`src/rtl/vga_timing_gen.sv`:
```
// vga_timing_gen: registered VGA raster timing generator (coordinates, display enable, syncs, frame pulse/count)
// Ports: i_clk clock; i_rst_n async active-low reset; i_pix_en pixel strobe;
//        o_h_coord/o_v_coord raster position; o_disp_enbl visible area; o_hsync/o_vsync syncs at SYNC_POL;
//        o_frame_start one-clock pulse entering (0,0); o_frame_cnt frames started mod 256.
module vga_timing_gen #(
    parameter int H_VISIBLE = 800,
    parameter int H_FRONT   = 40,
    parameter int H_SYNC    = 128,
    parameter int H_BACK    = 88,
    parameter int V_VISIBLE = 600,
    parameter int V_FRONT   = 1,
    parameter int V_SYNC    = 4,
    parameter int V_BACK    = 23,
    parameter bit SYNC_POL  = 1'b1
) (
    input  logic        i_clk,
    input  logic        i_rst_n,
    input  logic        i_pix_en,
    output logic [10:0] o_h_coord,
    output logic [9:0]  o_v_coord,
    output logic        o_disp_enbl,
    output logic        o_hsync,
    output logic        o_vsync,
    output logic        o_frame_start,
    output logic [7:0]  o_frame_cnt
);
    localparam int H_TOTAL = H_VISIBLE + H_FRONT + H_SYNC + H_BACK;
    localparam int V_TOTAL = V_VISIBLE + V_FRONT + V_SYNC + V_BACK;
    localparam logic [10:0] H_LAST = 11'(H_TOTAL - 1);
    localparam logic [10:0] H_VIS  = 11'(H_VISIBLE);
    localparam logic [10:0] HS_BEG = 11'(H_VISIBLE + H_FRONT);
    localparam logic [10:0] HS_END = 11'(H_VISIBLE + H_FRONT + H_SYNC);
    localparam logic [9:0]  V_LAST = 10'(V_TOTAL - 1);
    localparam logic [9:0]  V_VIS  = 10'(V_VISIBLE);
    localparam logic [9:0]  VS_BEG = 10'(V_VISIBLE + V_FRONT);
    localparam logic [9:0]  VS_END = 10'(V_VISIBLE + V_FRONT + V_SYNC);
    logic        h_wrap;
    logic [10:0] h_nxt;
    logic [9:0]  v_nxt;
    logic        start_nxt;
    // Decode the next position so every output flop is loaded in step with the coordinates.
    always_comb begin
        h_wrap    = o_h_coord == H_LAST;
        h_nxt     = h_wrap ? 11'd0 : o_h_coord + 11'd1;
        v_nxt     = h_wrap ? (o_v_coord == V_LAST ? 10'd0 : o_v_coord + 10'd1) : o_v_coord;
        start_nxt = h_nxt == 11'd0 && v_nxt == 10'd0;
    end
    // Reset parks at the last position so the first strobe enters (0,0) as a frame start.
    always_ff @(posedge i_clk or negedge i_rst_n) begin
        if (!i_rst_n) begin
            o_h_coord     <= H_LAST;
            o_v_coord     <= V_LAST;
            o_disp_enbl   <= 1'b0;
            o_hsync       <= !SYNC_POL;
            o_vsync       <= !SYNC_POL;
            o_frame_start <= 1'b0;
            o_frame_cnt   <= 8'd0;
        end else if (i_pix_en) begin
            o_h_coord     <= h_nxt;
            o_v_coord     <= v_nxt;
            o_disp_enbl   <= h_nxt < H_VIS && v_nxt < V_VIS;
            o_hsync       <= (h_nxt >= HS_BEG && h_nxt < HS_END) ? SYNC_POL : !SYNC_POL;
            o_vsync       <= (v_nxt >= VS_BEG && v_nxt < VS_END) ? SYNC_POL : !SYNC_POL;
            o_frame_start <= start_nxt;
            o_frame_cnt   <= start_nxt ? o_frame_cnt + 8'd1 : o_frame_cnt;
        end else begin
            o_frame_start <= 1'b0;
        end
    end
endmodule

```
`config.mk`:
```
export PLATFORM = sky130hd
export DESIGN_NAME = vga_timing_gen
export DESIGN_NICKNAME = d
export VERILOG_FILES = /design/src/rtl/vga_timing_gen.sv
export SDC_FILE = /design/constraint.sdc
export NUM_CORES = 1
export LEC_CHECK = 0
export CORE_MARGIN = 3
export CORE_UTILIZATION = 54
export CTS_CLUSTER_SIZE = 8
export DETAILED_ROUTE_END_ITERATION = 12
export PLACE_DENSITY = 0.79
export SYNTH_ARGS = -nofsm -noshare
export SYNTH_HDL_FRONTEND = slang
export SYNTH_SLANG_ARGS = --single-unit
```
`constraint.sdc`:
```
create_clock -name i_clk -period 3.8 [get_ports i_clk]
set_input_delay 0.76 -clock i_clk [delete_from_list [all_inputs] [get_ports i_clk]]
set_output_delay 0.76 -clock i_clk [all_outputs]
set_load 0.005 [all_outputs]
```
==> results.ini, run 1 <==
[clock_tree]
holdBufCountCts=0
post-cts-setup-buffer-count=0
cts_buffer_depth=2
cts_made_buffers=5
htreeDepth=2
cts_root_buffer=clkbuf_8
clk_pin_slew_ns=0.06
tritoncts=yes
clkLatencyLatePin_ns=0.29
post_cts_resized=0
clock_sinks=33

[timing]
slew_headroom_pct=22.6
fin_skew_ns=0.00731
setup_viol=0
drv_slew=0
fin_setup_tns_ns=0
fmax_ghz=0.308
min_period_ns=3.24
worstMarginPinSlew_ns=1.16
finalHoldViolCount=0
rsz0062_at_grt=false
fin_crit_sh_pct=85.3

[floorplanning]
rows=23
io_pins=36
die_width_microns=71.6
die_y_microns=71.6
design.core.area_sq_mm=0.00409
die_area_sq_mm=0.00512
start_util_pct=56.8

[synthesis]
synth_cells=270
synth-seq-area-share_pct=36.2
synth-async-reset-ratio_pct=100
yosysTopAreaCell=dfrtp_1
post-synth-top-area-fraction_pct=22.6
ys_top_cells_by_count=29 x nand2_1, 21 x dfrtp_1, 21 x nor2_1
synth_edf_count=0
synth_flop_cell=dfrtp_1
synth_area_per_cell_sq_um=8.60
netlist_area_sq_mm=0.00232
synth_fp_nets=276
synth_seq_cells=33
synth.most_common_cell=nand2_1
synth_warnings=0
synth_cell_types=52
synth_area_leaders=dfrtp_1 23%, dfstp_2 14%, xnor2_1 6.0%

[routing]
drt_iter0_markers=174
routed-wl-met3_microns=405
via_per_inst=6.27
top_layer=met4
wl_met2_mm=2.63
wl_per_cell_microns=16.1
drt-total-wl_mm=5.61
vias=2183
drc=0
ant_nets=0
drt_pass1_iterations=5
drt-met1-wl_mm=2.50

[setup_path]
crit_path_top_delay_cell=or4b_4
r2r_end=o_frame_cnt[7]
startpoint_type=register
worst_path_most_repeated_cell=or4b_4
cp.required_ns=4.00
crit_family=simple AND/OR/NAND/NOR gates
worstPathMaxFanout=20
reg2regPathDepth=8
crit_chain=ha_1 > nand4_1 > or4b_4 > a21oi_1 > a22oi_1 > or4b_4 > nor3_2 > xor2_1
cp-startpoint=o_h_coord[0]
critPathCaptureType=register
path_buf_inv=0
arrival_ns=3.45
rr_startpoint=o_h_coord[0]
r2r_slack_ns=0.56
critical_path_class=reg -> reg
slowest_delay_ns=0.68

[power_and_ir_drop]
power.leakage_nw=1.07
irDropWorstVdd_mv=0.350
p_per_area_mw_per_mm2=405

[placed_design]
hpwl_mm=4.05
portBuffers=35
dpl_cell_area_sq_mm=0.00267
gp_congestion=0.892

[layout]
nFillCells=346
final_nets=303
antenna-diode-count=0
synthToLayoutAreaGrowth_pct=18.7
drive_gt1_share_pct=12.8
fin_area_sq_mm=0.00276
fin_util_pct=67.4

[hold_path]
min_to=o_frame_cnt[7]
hold_class=reg -> reg
min_path_cells=1
hp-start=o_frame_cnt[7]

[global_route]
overflow=0
track_usage_pct=23.3
grt_pass1_wl_mm=9.55
grt_pass1_vias=2046
antenna_found_initial=0
grt_max_degree=27

[status]
outcome=completed

[run]
drv_cap=0

-- worst reg2reg max path, cell delays in order, from the launching register on --
cell	delay, ns
dfstp_2	0.59
ha_1	0.31
nand4_1	0.27
or4b_4	0.68
a21oi_1	0.22
a22oi_1	0.14
or4b_4	0.58
nor3_2	0.20
xor2_1	0.18
-- where the power goes --
group	internal [mW]	total (mW)	switching (mW)
clock network	0.127	0.255	0.128
registers	0.422	0.513	0.0907
logic	0.180	0.347	0.167
total	0.729	1.11	0.386
-- state kept, by name, indices dropped and copies added, names as in the netlist --
signal	flops
o_disp_enbl	1
o_frame_cnt	8
o_frame_start	1
o_h_coord	11
o_hsync	1
o_v_coord	10
o_vsync	1
-- metal layers --
layer | global-route usage (%) | vias up
met5 | 0 | -
met4 | 8.56 | 0
met2 | 35.8 | 95
li1 | - | 1039
met1 | 32.3 | 1040
met3 | 5.19 | 9
-- worst max path at each step --
| stage | slack, ns | end | cells after the start |
|---|---|---|---|
| floorplan | 0.77 | o_frame_cnt[5] | 10 |
| detailed placement | 0.56 | o_frame_cnt[7] | 8 |
| CTS | 0.55 | o_frame_cnt[7] | 8 |
| global route | 0.24 | o_frame_cnt[4] | 8 |
| global placement | 0.67 | o_frame_cnt[5] | 8 |
| finish | 0.56 | o_frame_cnt[7] | 8 |
-- per-stage QoR --
stage	hold slack (ns)	total power, mW	worst slack, ns	instances
global placement	0.459	0.851	0.667	340
floorplan	0.464	0.699	0.771	270
finish	0.478	1.11	0.558	348
detailed placement	0.470	0.859	0.560	340
CTS	0.482	1.11	0.555	348
global route	0.505	1.19	0.238	348
-- kinds of logic after synthesis --
| group | share of synthesized area, % |
|---|---|
| AND/OR/NAND/NOR | 28.0 |
| AO/OA/AOI/OAI | 19.0 |
| flip-flops | 36.2 |
| buffers and inverters | 5.55 |
| XOR/XNOR | 8.30 |
| multiplexers | 1.35 |
| adder cells (fa/ha/maj) | 1.62 |
-- final cells by class --
class	count	area [sq um]	area share [%]
clock buffer	6	72.6	2.63
sequential	33	841	30.5
multi-input combinational	209	1350	49.0
clock inverter	2	10.0	0.363
inverter	8	30.0	1.09
timing repair buffer	40	388	14.1
tap	50	62.6	2.27
-- cells in the final DEF, fill, tap and decap left out, types with 2 or more instances in the layout --
cell             instances
clkdlybuf4s50_1         35
nand2_1                 29
nor2_1                  21
dfrtp_1                 21
xnor2_1                 16
nand3_1                 15
a21oi_1                 15
o21ai_0                 13
nand4_1                 12
dfstp_2                 12
inv_1                    8
xor2_1                   6
nor3_1                   6
and3_1                   5
a21o_1                   5
nor3_2                   5
clkbuf_8                 5
buf_4                    5
a41oi_1                  4
a31oi_1                  4
or3_1                    3
and4_1                   3
nor4_1                   3
a21boi_0                 3
a211oi_1                 3
o21a_1                   3
a22oi_1                  3
ha_1                     3
and2_1                   2
or4b_4                   2
mux2i_1                  2
o2bb2ai_1                2
o2111ai_1                2
o41ai_1                  2
clkinv_2                 2
(Power assumes the default switching activity.)
==> inputs of run 2 (changes only) <==
--- a/config.mk
+++ b/config.mk
@@ -6,9 +6,9 @@
 export NUM_CORES = 1
 export LEC_CHECK = 0
-export CORE_MARGIN = 3
 export CORE_UTILIZATION = 54
 export CTS_CLUSTER_SIZE = 8
 export DETAILED_ROUTE_END_ITERATION = 12
 export PLACE_DENSITY = 0.79
+export REMOVE_ABC_BUFFERS = 1
 export SYNTH_ARGS = -nofsm -noshare
 export SYNTH_HDL_FRONTEND = slang
==> constraint.sdc (replaced) <==
create_clock -name i_clk -period 3.8 [get_ports i_clk]
set_input_delay 0.38 -clock i_clk [delete_from_list [all_inputs] [get_ports i_clk]]
set_output_delay 0.38 -clock i_clk [all_outputs]
set_load 0.005 [all_outputs]
==> run 2 against run 1 <==
Effect of this change:
- flip-flop and latch count unchanged
- non-clock buffer count increased by 1
- fmax is 0.43% lower
- register-to-register slack barely moved
- first-iteration DRC count is 34% lower
- setup slack worse by 0.014 ns
- utilization grew 0.66 points
- via count fell by 4.0%
- count of clock-buffer cells in the layout is the same
- final area grew 0.27%
- highest routed layer unchanged
==> results.ini, run 2 (synthesized netlist as in run 1, its figures left out) <==
[status]
outcome=completed

[floorplanning]
die_area_sq_mm=0.00456  ; -11%
io_pins=36  ; unchanged
start_util_pct=57.2  ; +0.40 points
rows=23  ; unchanged
design.core.area_sq_mm=0.00406  ; -0.70%
die_y_microns=67.6  ; -5.6%
die_width_microns=67.6  ; -5.6%

[hold_path]
hold_class=reg -> reg
min_path_cells=1  ; unchanged
min_to=o_frame_cnt[7]
hp-start=o_frame_cnt[7]

[global_route]
track_usage_pct=26.4  ; +3.1 points
overflow=0  ; unchanged
grt_pass1_vias=1844  ; -9.9%
grt_max_degree=34  ; +26%
grt_pass1_wl_mm=8.98  ; -5.9%
antenna_found_initial=0  ; unchanged

[power_and_ir_drop]
power.leakage_nw=1.08  ; +0.51%
sw_frac_of_total_pct=33.8  ; -0.77 points
irDropWorstVdd_mv=0.357  ; +2.0%
combPwrFrac_pct=31.2  ; about the same
p_per_area_mw_per_mm2=399  ; -1.5%
p_total_mw=1.10  ; -1.2%
clockPowerShare_pct=22.5  ; -0.4 points
p_sw_mw=0.373  ; -3.4%
internal_power_mw=0.729  ; about the same
seqPwrFrac_pct=46.3  ; +0.3 points

[setup_path]
crit_chain=ha_1 > nand4_1 > or4b_4 > a21oi_1 > a22oi_1 > or4b_4 > nor3_2 > xor2_1
critical_path_class=reg -> reg
arrival_ns=3.46  ; about the same
r2r_slack_ns=0.54  ; about the same
startpoint_type=register
cp.required_ns=4.01  ; about the same
r2r_end=o_frame_cnt[7]
critPathCaptureType=register
worst_path_most_repeated_cell=or4b_4
path_buf_inv=0  ; unchanged
crit_family=simple AND/OR/NAND/NOR gates
slowest_delay_ns=0.70  ; +0.02 ns
rr_startpoint=o_h_coord[0]
crit_path_top_delay_cell=or4b_4
worstPathMaxFanout=20  ; unchanged
reg2regPathDepth=8  ; unchanged

[routing]
drt-total-wl_mm=5.42  ; -3.3%
routed-wl-met3_microns=280  ; -31%
drt_pass1_iterations=4  ; -1
wl_per_cell_microns=15.5  ; -3.6%
wl_met2_mm=2.39  ; -9.2%
drc=0  ; unchanged
top_layer=met4
via_per_inst=6.00  ; -4.3%
drt_iter0_markers=115  ; -34%
ant_nets=0  ; unchanged
drt-met1-wl_mm=2.70  ; +7.9%
vias=2095  ; -4.0%

[clock_tree]
holdBufCountCts=0  ; unchanged
post-cts-setup-buffer-count=0  ; unchanged
htreeDepth=2  ; unchanged
tritoncts=yes
clk_pin_slew_ns=0.07  ; about the same
cts_made_buffers=5  ; unchanged
cts_root_buffer=clkbuf_8
cts_buffer_depth=2  ; unchanged
clock_sinks=33  ; unchanged
clkLatencyLatePin_ns=0.28  ; about the same
post_cts_resized=0  ; unchanged

[layout]
largest_reg_flops=11  ; unchanged
mostFrequentLayoutCells=35 x clkdlybuf4s50_1, 29 x nand2_1, 21 x nor2_1, 21 x dfrtp_1, 16 x xnor2_1
fin_util_pct=68.1  ; +0.66 points
synthToLayoutAreaGrowth_pct=19.0
drive_gt1_share_pct=13.0  ; +0.29 points
top_register=o_h_coord
fin_area_sq_mm=0.00276  ; +0.27%
final_common_cell=clkdlybuf4s50_1
final_nets=304  ; +0.33%
antenna-diode-count=0  ; unchanged
reg.largest.list=o_h_coord: 11 flops, o_v_coord: 10 flops, o_frame_cnt: 8 flops

[timing]
min_period_ns=3.26  ; +0.0141 ns
fin_crit_sh_pct=85.7  ; +0.37 points
fin_setup_tns_ns=0  ; unchanged
slew_headroom_pct=63.5  ; +41 points
worstMarginPinSlew_ns=0.541  ; -0.617 ns
fin_skew_ns=0.00550  ; -0.00181 ns
drv_slew=0  ; unchanged
fmax_ghz=0.307  ; -0.43%
hold_ws_ns=0.470  ; -0.00769 ns
finalHoldViolCount=0  ; unchanged
rsz0062_at_grt=false
setup_viol=0  ; unchanged

[placed_design]
dpl_cell_area_sq_mm=0.00268  ; +0.28%
gp_congestion=0.939  ; +5.2%
hpwl_mm=3.99  ; -1.7%
portBuffers=35  ; unchanged

[run]
drv_cap=0  ; unchanged

[run 2: power groups by stage]
stage / registers (mW) / logic, mW / clock network, mW
2_1_floorplan: 0.512 / 0.172 / 0
3_3_place_gp: 0.513 / 0.339 / 0
3_5_place_dp: 0.515 / 0.339 / 0
4_1_cts: 0.508 / 0.343 / 0.256
5_1_grt: 0.518 / 0.377 / 0.270
6_report: 0.510 / 0.344 / 0.247
[run 2: cell type report]
| cell class | count | area [sq um] |
|---|---|---|
| Clock buffer | 6 | 72.6 |
| Clock inverter | 2 | 10.0 |
| Fill cell | 359 | 1290 |
| Inverter | 8 | 30.0 |
| Multi-Input combinational cell | 209 | 1350 |
| Sequential cell | 33 | 841 |
| Tap cell | 50 | 62.6 |
| Timing Repair Buffer | 41 | 395 |
[run 2: worst max-delay path by stage]
stage	startpoint	end	depth (start not counted)	slack, ns
6_report	o_h_coord[0]	o_frame_cnt[7]	8	0.54
5_1_grt	o_h_coord[0]	o_frame_cnt[4]	8	0.29
4_1_cts	o_h_coord[0]	o_frame_cnt[4]	8	0.57
3_5_place_dp	o_h_coord[0]	o_frame_cnt[4]	8	0.59
3_3_place_gp	o_h_coord[0]	o_frame_cnt[5]	9	0.66
2_1_floorplan	o_h_coord[5]	o_frame_cnt[5]	7	0.60
[run 2: per-stage QoR]
| stage | worst slack, ns | std cells |
|---|---|---|
| after floorplan | 0.596 | 250 |
| after global placement | 0.659 | 341 |
| after detailed placement | 0.585 | 341 |
| after CTS | 0.567 | 349 |
| after global routing | 0.287 | 349 |
| final | 0.544 | 349 |
[run 2: per-layer routing]
layer | track usage (%) | up-vias
met5 | 0 | -
met4 | 7.18 | 0
met3 | 5.41 | 6
met2 | 39.0 | 58
met1 | 38.4 | 992
li1 | - | 1039
